[src/rtl/symbol_feeder_if.sv]
// Handshake and output bundle for symbol_feeder: producer side, stream side and fill level.
interface symbol_feeder_if #(
  parameter int DEPTH = 4
);
  localparam int LW = $clog2(DEPTH) + 1;

  logic [1:0]    in_sym;
  logic          in_valid;
  logic          in_ready;
  logic          hold;
  logic          flush;
  logic [1:0]    num;
  logic          num_valid;
  logic [LW-1:0] level;

  modport master (
    output in_sym, in_valid, hold, flush,
    input  in_ready, num, num_valid, level
  );

  modport slave (
    input  in_sym, in_valid, hold, flush,
    output in_ready, num, num_valid, level
  );
endinterface

[src/rtl/symbol_feeder.sv]
// symbol_feeder: circular FIFO of nonzero 2-bit symbols that feeds a sequence
// detector one registered symbol per cycle; zero symbols are filtered out at the input.
module symbol_feeder #(
  parameter int DEPTH = 4
) (
  input logic            clk,
  input logic            reset,
  symbol_feeder_if.slave bus
);
  localparam int AW = $clog2(DEPTH);
  localparam logic [AW:0] FULL = (AW+1)'(DEPTH);

  if (DEPTH < 2 || (DEPTH & (DEPTH - 1)) != 0) begin : g_depth_check
    $error("symbol_feeder: DEPTH must be a power of two and at least 2");
  end

  logic [1:0]    mem [DEPTH];
  logic [AW-1:0] wr_ptr;
  logic [AW-1:0] rd_ptr;
  logic [AW:0]   count;
  logic [1:0]    num_p0;
  logic          vld_p0;
  logic          accept;
  logic          write;
  logic          pop;

  // Ready drops while full, flushing or in reset; a zero symbol is accepted but never stored.
  assign bus.in_ready = (count < FULL) && !bus.flush && !reset;
  assign accept       = bus.in_valid && bus.in_ready;
  assign write        = accept && (bus.in_sym != 2'd0);
  // Pop looks only at the pre-edge count, so a push into an empty FIFO waits one cycle.
  assign pop          = (count != '0) && !bus.hold && !bus.flush;

  // Storage array: data only, no reset needed.
  always_ff @(posedge clk) begin
    if (write) begin
      mem[wr_ptr] <= bus.in_sym;
    end
  end

  // Stage p0: pointer/count bookkeeping and the registered output symbol; flush overrides push and pop.
  always_ff @(posedge clk or posedge reset) begin
    if (reset) begin
      wr_ptr <= '0;
      rd_ptr <= '0;
      count  <= '0;
      num_p0 <= 2'd0;
      vld_p0 <= 1'b0;
    end else if (bus.flush) begin
      wr_ptr <= '0;
      rd_ptr <= '0;
      count  <= '0;
      num_p0 <= 2'd0;
      vld_p0 <= 1'b0;
    end else begin
      if (write) begin
        wr_ptr <= wr_ptr + AW'(1);
      end
      if (pop) begin
        rd_ptr <= rd_ptr + AW'(1);
        num_p0 <= mem[rd_ptr];
        vld_p0 <= 1'b1;
      end else begin
        num_p0 <= 2'd0;
        vld_p0 <= 1'b0;
      end
      case ({write, pop})
        2'b10:   count <= count + (AW+1)'(1);
        2'b01:   count <= count - (AW+1)'(1);
        default: count <= count;
      endcase
    end
  end

  assign bus.num       = num_p0;
  assign bus.num_valid = vld_p0;
  assign bus.level     = count;
endmodule
[src/flat_wrapper.sv]
// flat-port wrapper written by rule: the top's interface ports become plain ports
module symbol_feeder_flat 
#(
  parameter int DEPTH = 4
)
  (clk, reset, bus_in_sym, bus_in_valid, bus_hold, bus_flush, bus_in_ready, bus_num, bus_num_valid, bus_level);
  symbol_feeder_if #(.DEPTH(DEPTH)) bus_i ();
  input logic clk;
  input logic reset;
  input wire logic [$bits(bus_i.in_sym)-1:0] bus_in_sym;
  input wire logic [$bits(bus_i.in_valid)-1:0] bus_in_valid;
  input wire logic [$bits(bus_i.hold)-1:0] bus_hold;
  input wire logic [$bits(bus_i.flush)-1:0] bus_flush;
  output wire logic [$bits(bus_i.in_ready)-1:0] bus_in_ready;
  output wire logic [$bits(bus_i.num)-1:0] bus_num;
  output wire logic [$bits(bus_i.num_valid)-1:0] bus_num_valid;
  output wire logic [$bits(bus_i.level)-1:0] bus_level;
  assign bus_i.in_sym = bus_in_sym;
  assign bus_i.in_valid = bus_in_valid;
  assign bus_i.hold = bus_hold;
  assign bus_i.flush = bus_flush;
  assign bus_in_ready = bus_i.in_ready;
  assign bus_num = bus_i.num;
  assign bus_num_valid = bus_i.num_valid;
  assign bus_level = bus_i.level;
  symbol_feeder #(.DEPTH(DEPTH)) u_core (.clk(clk), .reset(reset), .bus(bus_i));
endmodule
[config.mk]
export PLATFORM = sky130hd
export DESIGN_NAME = symbol_feeder_flat
export DESIGN_NICKNAME = d
export VERILOG_FILES = /design/src/rtl/symbol_feeder_if.sv /design/src/rtl/symbol_feeder.sv /design/src/flat_wrapper.sv
export SDC_FILE = /design/constraint.sdc
export NUM_CORES = 1
export LEC_CHECK = 0
export CAP_MARGIN = 20
export CORE_UTILIZATION = 55
export DETAILED_ROUTE_END_ITERATION = 10
export PLACE_DENSITY = 0.82
export SYNTH_ARGS = -nofsm -noshare
export SYNTH_HDL_FRONTEND = slang
export SYNTH_SLANG_ARGS = --single-unit
[constraint.sdc]
create_clock -name clk -period 3.4 [get_ports clk]
set_input_delay 0.51 -clock clk [delete_from_list [all_inputs] [get_ports clk]]
set_output_delay 0.51 -clock clk [all_outputs]
set_load 0.02 [all_outputs]
# Yosys cells after proc, flatten, opt, wreduce, memory -nomap -nowiden
# Memories as Yosys holds them, arrays and structs flattened.
# Index checks and enable logic that the tools add are counted.
# totals
memories,1
output_inout_bits,7
ramBits,8
register_bits,10
# mem_list
name,depth,width,rd,rd_clocked_by_memory_dff,write_ports,line_no,source
u_core.mem,4,2,1,0,1,symbol_feeder.sv:17,logic [1:0] mem [DEPTH];
# classes
n_reduce_logical,14
muxes,12
addsub,4
magnitude_cmp,1
n_eq_ne,2
# ops
cell,n
2-bit 2-to-1 mux,6
1-bit logical AND,6
3-bit one-hot mux with 2 select lines,1
2-bit nonzero test,3
3-bit nonzero test,2
2-bit by 1-bit adder with 2-bit output (second input constant),2
1-bit 2-to-1 mux,4
3-bit by 1-bit adder with 3-bit output (second input constant),1
1-bit zero test,3
3-bit less-than comparator (second input constant),1
3-bit 2-to-1 mux,1
3-bit by 1-bit subtractor with 3-bit output (second input constant),1
2-bit by 1-bit equality test with 1-bit output (second input constant),1
2-bit equality test (second input constant),1

# Depth between registers and ports, before layout
# logic_depth
word_depth,8
depth_mapped,8

# Worst setup path after synthesis
# OpenSTA, ideal clock, no wires.
# synth_path
path_type,flip-flop to flip-flop
from,"register u_core.count[2], in the netlist u_core.bus.level[2]"
to,"register u_core.count[2], in the netlist u_core.bus.level[2]"
arrival_time_ps,2124
path_buffers,1
required_ps,3318
setup_slack_ps,1194
setup_ps,82
stages_incl_launch_ff,9
cell_sequence,dfrtp_1 nor3_4 o211a_4 buf_4 nor2_1 fa_1 nor4_1 nand2b_1 a31oi_1
# synth_between
elab_chain_cells,8
elab_cells_between_ends,15
# synth_rtl
element,line_no,source
start: declaration,symbol_feeder.sv:20,logic [AW:0] count;
start signal: assignment,symbol_feeder.sv:68,2'b10: count <= count + (AW+1)'(1);
start signal: assignment,symbol_feeder.sv:69,2'b01: count <= count - (AW+1)'(1);
start signal: assignment,symbol_feeder.sv:70,default: count <= count;
3-bit less-than comparator *,symbol_feeder.sv:28,assign bus.in_ready = (count < FULL) && !bus.flush && !reset;
1-bit logical AND * (2 in a row),symbol_feeder.sv:28,
named net bus_in_ready,flat_wrapper.sv:14,output wire logic [$bits(bus_i.in_ready)-1:0] bus_in_ready;
1-bit logical AND *,symbol_feeder.sv:29,assign accept = bus.in_valid && bus.in_ready;
1-bit logical AND *,symbol_feeder.sv:30,assign write = accept && (bus.in_sym != 2'd0);
2-bit by 1-bit equality test with 1-bit output / 2-bit equality test (equally long branches),symbol_feeder.sv:67,"case ({write, pop})"
3-bit one-hot mux with 2 select lines,symbol_feeder.sv:67,
3-bit 2-to-1 mux,symbol_feeder.sv:49,end else if (bus.flush) begin
# Mark *: on every way through the listed nets, which the timed path passes. The rest lies on a longest branch.
# A chain may end at the register's enable or synchronous reset.

# Worst setup path after layout
# layout_path
from,input port bus_flush
to,output port bus_in_ready
# layout_between
elab_chain_cells,3
# layout_rtl
element,line_no,source
start: declaration,flat_wrapper.sv:13,input wire logic [$bits(bus_i.flush)-1:0] bus_flush;
1-bit zero test,symbol_feeder.sv:28,
1-bit logical AND (2 in a row),symbol_feeder.sv:28,
end: declaration,flat_wrapper.sv:14,
# Every way passes these cells.

==> flow_summary_export.csv <==
group,metric,value,unit
run_status,status,"finished, final reports clean",
worst_setup_path,arrival,2.04,ns
timing,drv_slew,0,
floorplanning,rows,14,
timing,slew_headroom,71.9,%
logic_synthesis,avgSynthCellArea,13.6,µm²
timing,skew,0.00263,ns
power,pwr-share-seq,51.0,%
drt,drc_errors,0,
drt,wl_per_cell,14.2,µm
power,clkPwrFrac,25.0,%
logic_synthesis,netlist_instances,65,
clock_tree,cts_num_sinks,18,
timing,hold_ws,0.591,ns
clock_tree,clock_latency,0.29,ns
timing,period_needed,2.55,ns
floorplanning,die_w,42.1,µm
timing,tns,0,ns
power,p_int,374,µW
clock_tree,cts-root-buf,"clkbuf_4",
timing,rsz0062_at_grt,"no",
timing,clock.fmax,392,MHz
worst_setup_path,crit_fanout,11,
drt,drt_iter0_markers,4,
floorplanning,initial_utilization,58.7,%
worst_setup_path,endpoint_kind,"output pin",
global_route,grt_overflow,0,
layout,diodes,0,
logic_synthesis,yosysWarningCount,0,
floorplanning,dieArea,1770,µm²
floorplanning,die_height,42.1,µm
worst_hold_path,hp-class,"in2async",
logic_synthesis,synth.net_count,77,
layout,final_nets,93,
timing,fin_ws,0.848,ns
global_route,track_usage,18.8,%
clock_tree,post_cts_resize_count,0,
drt,ant_nets,0,
power,powerDensity,488,nW/µm²
clock_tree,hold_buffers,0,
layout,fillerInstances,106,
drt,dr.pass1.iters,2,
layout,fin_area,1060,µm²
power,p_sw,142,µW
logic_synthesis,syn-cell-area,885,µm²
global_route,grt_pass1_wl,2300,µm
floorplanning,io-pin-count,14,
place,io_buffer_count,13,
drt,routed_wl,1360,µm
layout,final_cell_mix,"clkdlybuf4s50_1 (13), dfrtp_1 (10), edfxtp_1 (8)",
timing,post-route-period-util,75.1,%
power,peakVddDrop,0.362,mV
floorplanning,core,1510,µm²
worst_setup_path,worstSetupPathType,"in2out",
power,combPwrFrac,24.0,%
flow_run,maxCapViolCount,0,
worst_setup_path,startpoint_type,"input pin",
worst_setup_path,cp.required,2.89,ns
timing,worstMarginPinSlew,0.421,ns
clock_tree,htree_num_levels,1,
global_route,grt_pass1_vias,497,
logic_synthesis,yosysUniqueCellTypes,30,
layout,syn2layout_area_growth,19.8,%
drt,routed_via_density,5.52,
place,place.gp.congestion,0.738,
timing,hold_viol_final,0,
layout,mostFrequentLayoutCell,"clkdlybuf4s50_1",
place,dpl_cell_area,1020,µm²
power,p_leak,0.434,nW
clock_tree,cts_buffer_depth,2,
drt,num_vias,530,
power,swShare,27.6,%
place,place_ws,0.625,ns
logic_synthesis,synth-seq-cells,18,
logic_synthesis,ys_seq_area_share,55.4,%
place,dp_hpwl,1070,µm
clock_tree,cts_setup_buffers,0,
timing,setup_viol,0,
clock_tree,clk_pin_slew_worst_paths,0.10,ns
layout,drive_gt1_share,15.0,%
global_route,antenna_found_initial,0,
clock_tree,cts-buffers-inserted,3,
clock_tree,cts_tree,"built",
global_route,grt_start_max_net_pins,13,
[power by group through the flow]
stage,registers (mW),logic (mW),clock network (mW)
5_1_grt,0.267,0.134,0.148
6_report,0.263,0.124,0.129
4_1_cts,0.264,0.126,0.133
2_1_floorplan,0.276,0.0732,0
3_5_place_dp,0.269,0.126,0
3_3_place_gp,0.267,0.122,0
[metrics by stage]
| step | instances | power [mW] | util (%) |
|---|---|---|---|
| 2_1_floorplan | 65 | 0.349 | - |
| 3_3_place_gp | 92 | 0.390 | 67.9 |
| 3_5_place_dp | 92 | 0.394 | 67.9 |
| 4_1_cts | 96 | 0.523 | 70.3 |
| 5_1_grt | 96 | 0.549 | 70.3 |
| 6_report | 96 | 0.517 | 70.3 |
[cell usage after synthesis]
library cell | n | share of area [%]
fa_1 | 1 | 2.3
nor4_1 | 1 | 0.71
ha_1 | 4 | 5.7
o21ai_0 | 1 | 0.57
or3_1 | 1 | 0.71
mux2_4 | 1 | 1.7
nor3b_1 | 1 | 0.85
nor3_4 | 1 | 1.8
a21o_1 | 1 | 0.85
buf_4 | 1 | 0.85
inv_1 | 4 | 1.7
mux2i_1 | 1 | 1.1
xnor2_1 | 2 | 2.0
o211ai_1 | 1 | 0.85
nand2b_1 | 3 | 2.1
nand2_1 | 1 | 0.42
and2_1 | 4 | 2.8
nor3_1 | 1 | 0.57
xnor2_2 | 1 | 1.8
nor2_2 | 1 | 0.71
o31ai_1 | 1 | 0.85
nor2b_1 | 3 | 2.1
edfxtp_1 | 8 | 27
clkbuf_1 | 1 | 0.42
nor3_2 | 1 | 1.1
nor2_1 | 5 | 2.1
dfrtp_1 | 10 | 28
mux4_2 | 2 | 5.1
a31oi_1 | 1 | 0.71
o211a_4 | 1 | 2.0
[sequential cells by signal (all words and copies together), names as in the netlist]
signal and flops:
u_core.bus.level 3, u_core.mem 8, u_core.wr_ptr 2, u_core.bus.num 2
u_core.bus.num_valid 1, u_core.rd_ptr 2
[critical path: stages]
cell and delay, ns:
clkdlybuf4s50_1 0.62, nor3_4 0.28, clkdlybuf4s50_1 0.63
[layer usage]
layer | global-route usage (%) | share of wire (%) | vias to the layer above
li1 | - | - | 258
met1 | 23.0 | 43 | 257
met2 | 28.7 | 50 | 11
met3 | 6.47 | 3.5 | 4
met4 | 11.3 | 2.8 | 0
met5 | 0 | 0 | -
[worst paths after layout]
path	start	to	slack, ns	depth (start not counted)
min in group clk	u_core.wr_ptr[1]	u_core.wr_ptr[1]	0.64	2
worst min-delay path	reset	u_core.rd_ptr[0]	0.59	2
worst max register to register	u_core.bus.level[2]	u_core.bus.level[2]	1.34	7
max in group asynchronous	reset	u_core.wr_ptr[0]	2.54	2
worst max-delay path	bus_flush	bus_in_ready	0.85	3
worst min register to register	u_core.wr_ptr[1]	u_core.wr_ptr[1]	0.64	2
[final cells by class]
type                            count  area, µm²  share of cell area [%]
Clock buffer                        4       36.3                    3.42
Inverter                            4       15.0                    1.42
Multi-Input combinational cell     41        368                    34.7
Sequential cell                    18        490                    46.3
Tap cell                           16       20.0                    1.89
Timing Repair Buffer               13        130                    12.3
[cells by family (layout without fill, tap and decap cells)]
group / count (synthesis) / after routing / synth area share (%)
muxes: 4 / 4 / 7.92
DFF: 18 / 18 / 55.4
adders and majority gates: 5 / 5 / 7.92
and+or+nand+nor: 23 / 23 / 16.1
buffers and inverters: 6 / 21 / 2.97
AOI/OAI and AO/OA: 6 / 6 / 5.80
xor gates and xnor gates: 3 / 3 / 3.82
Note: power is estimated with default switching activity, not from simulation.
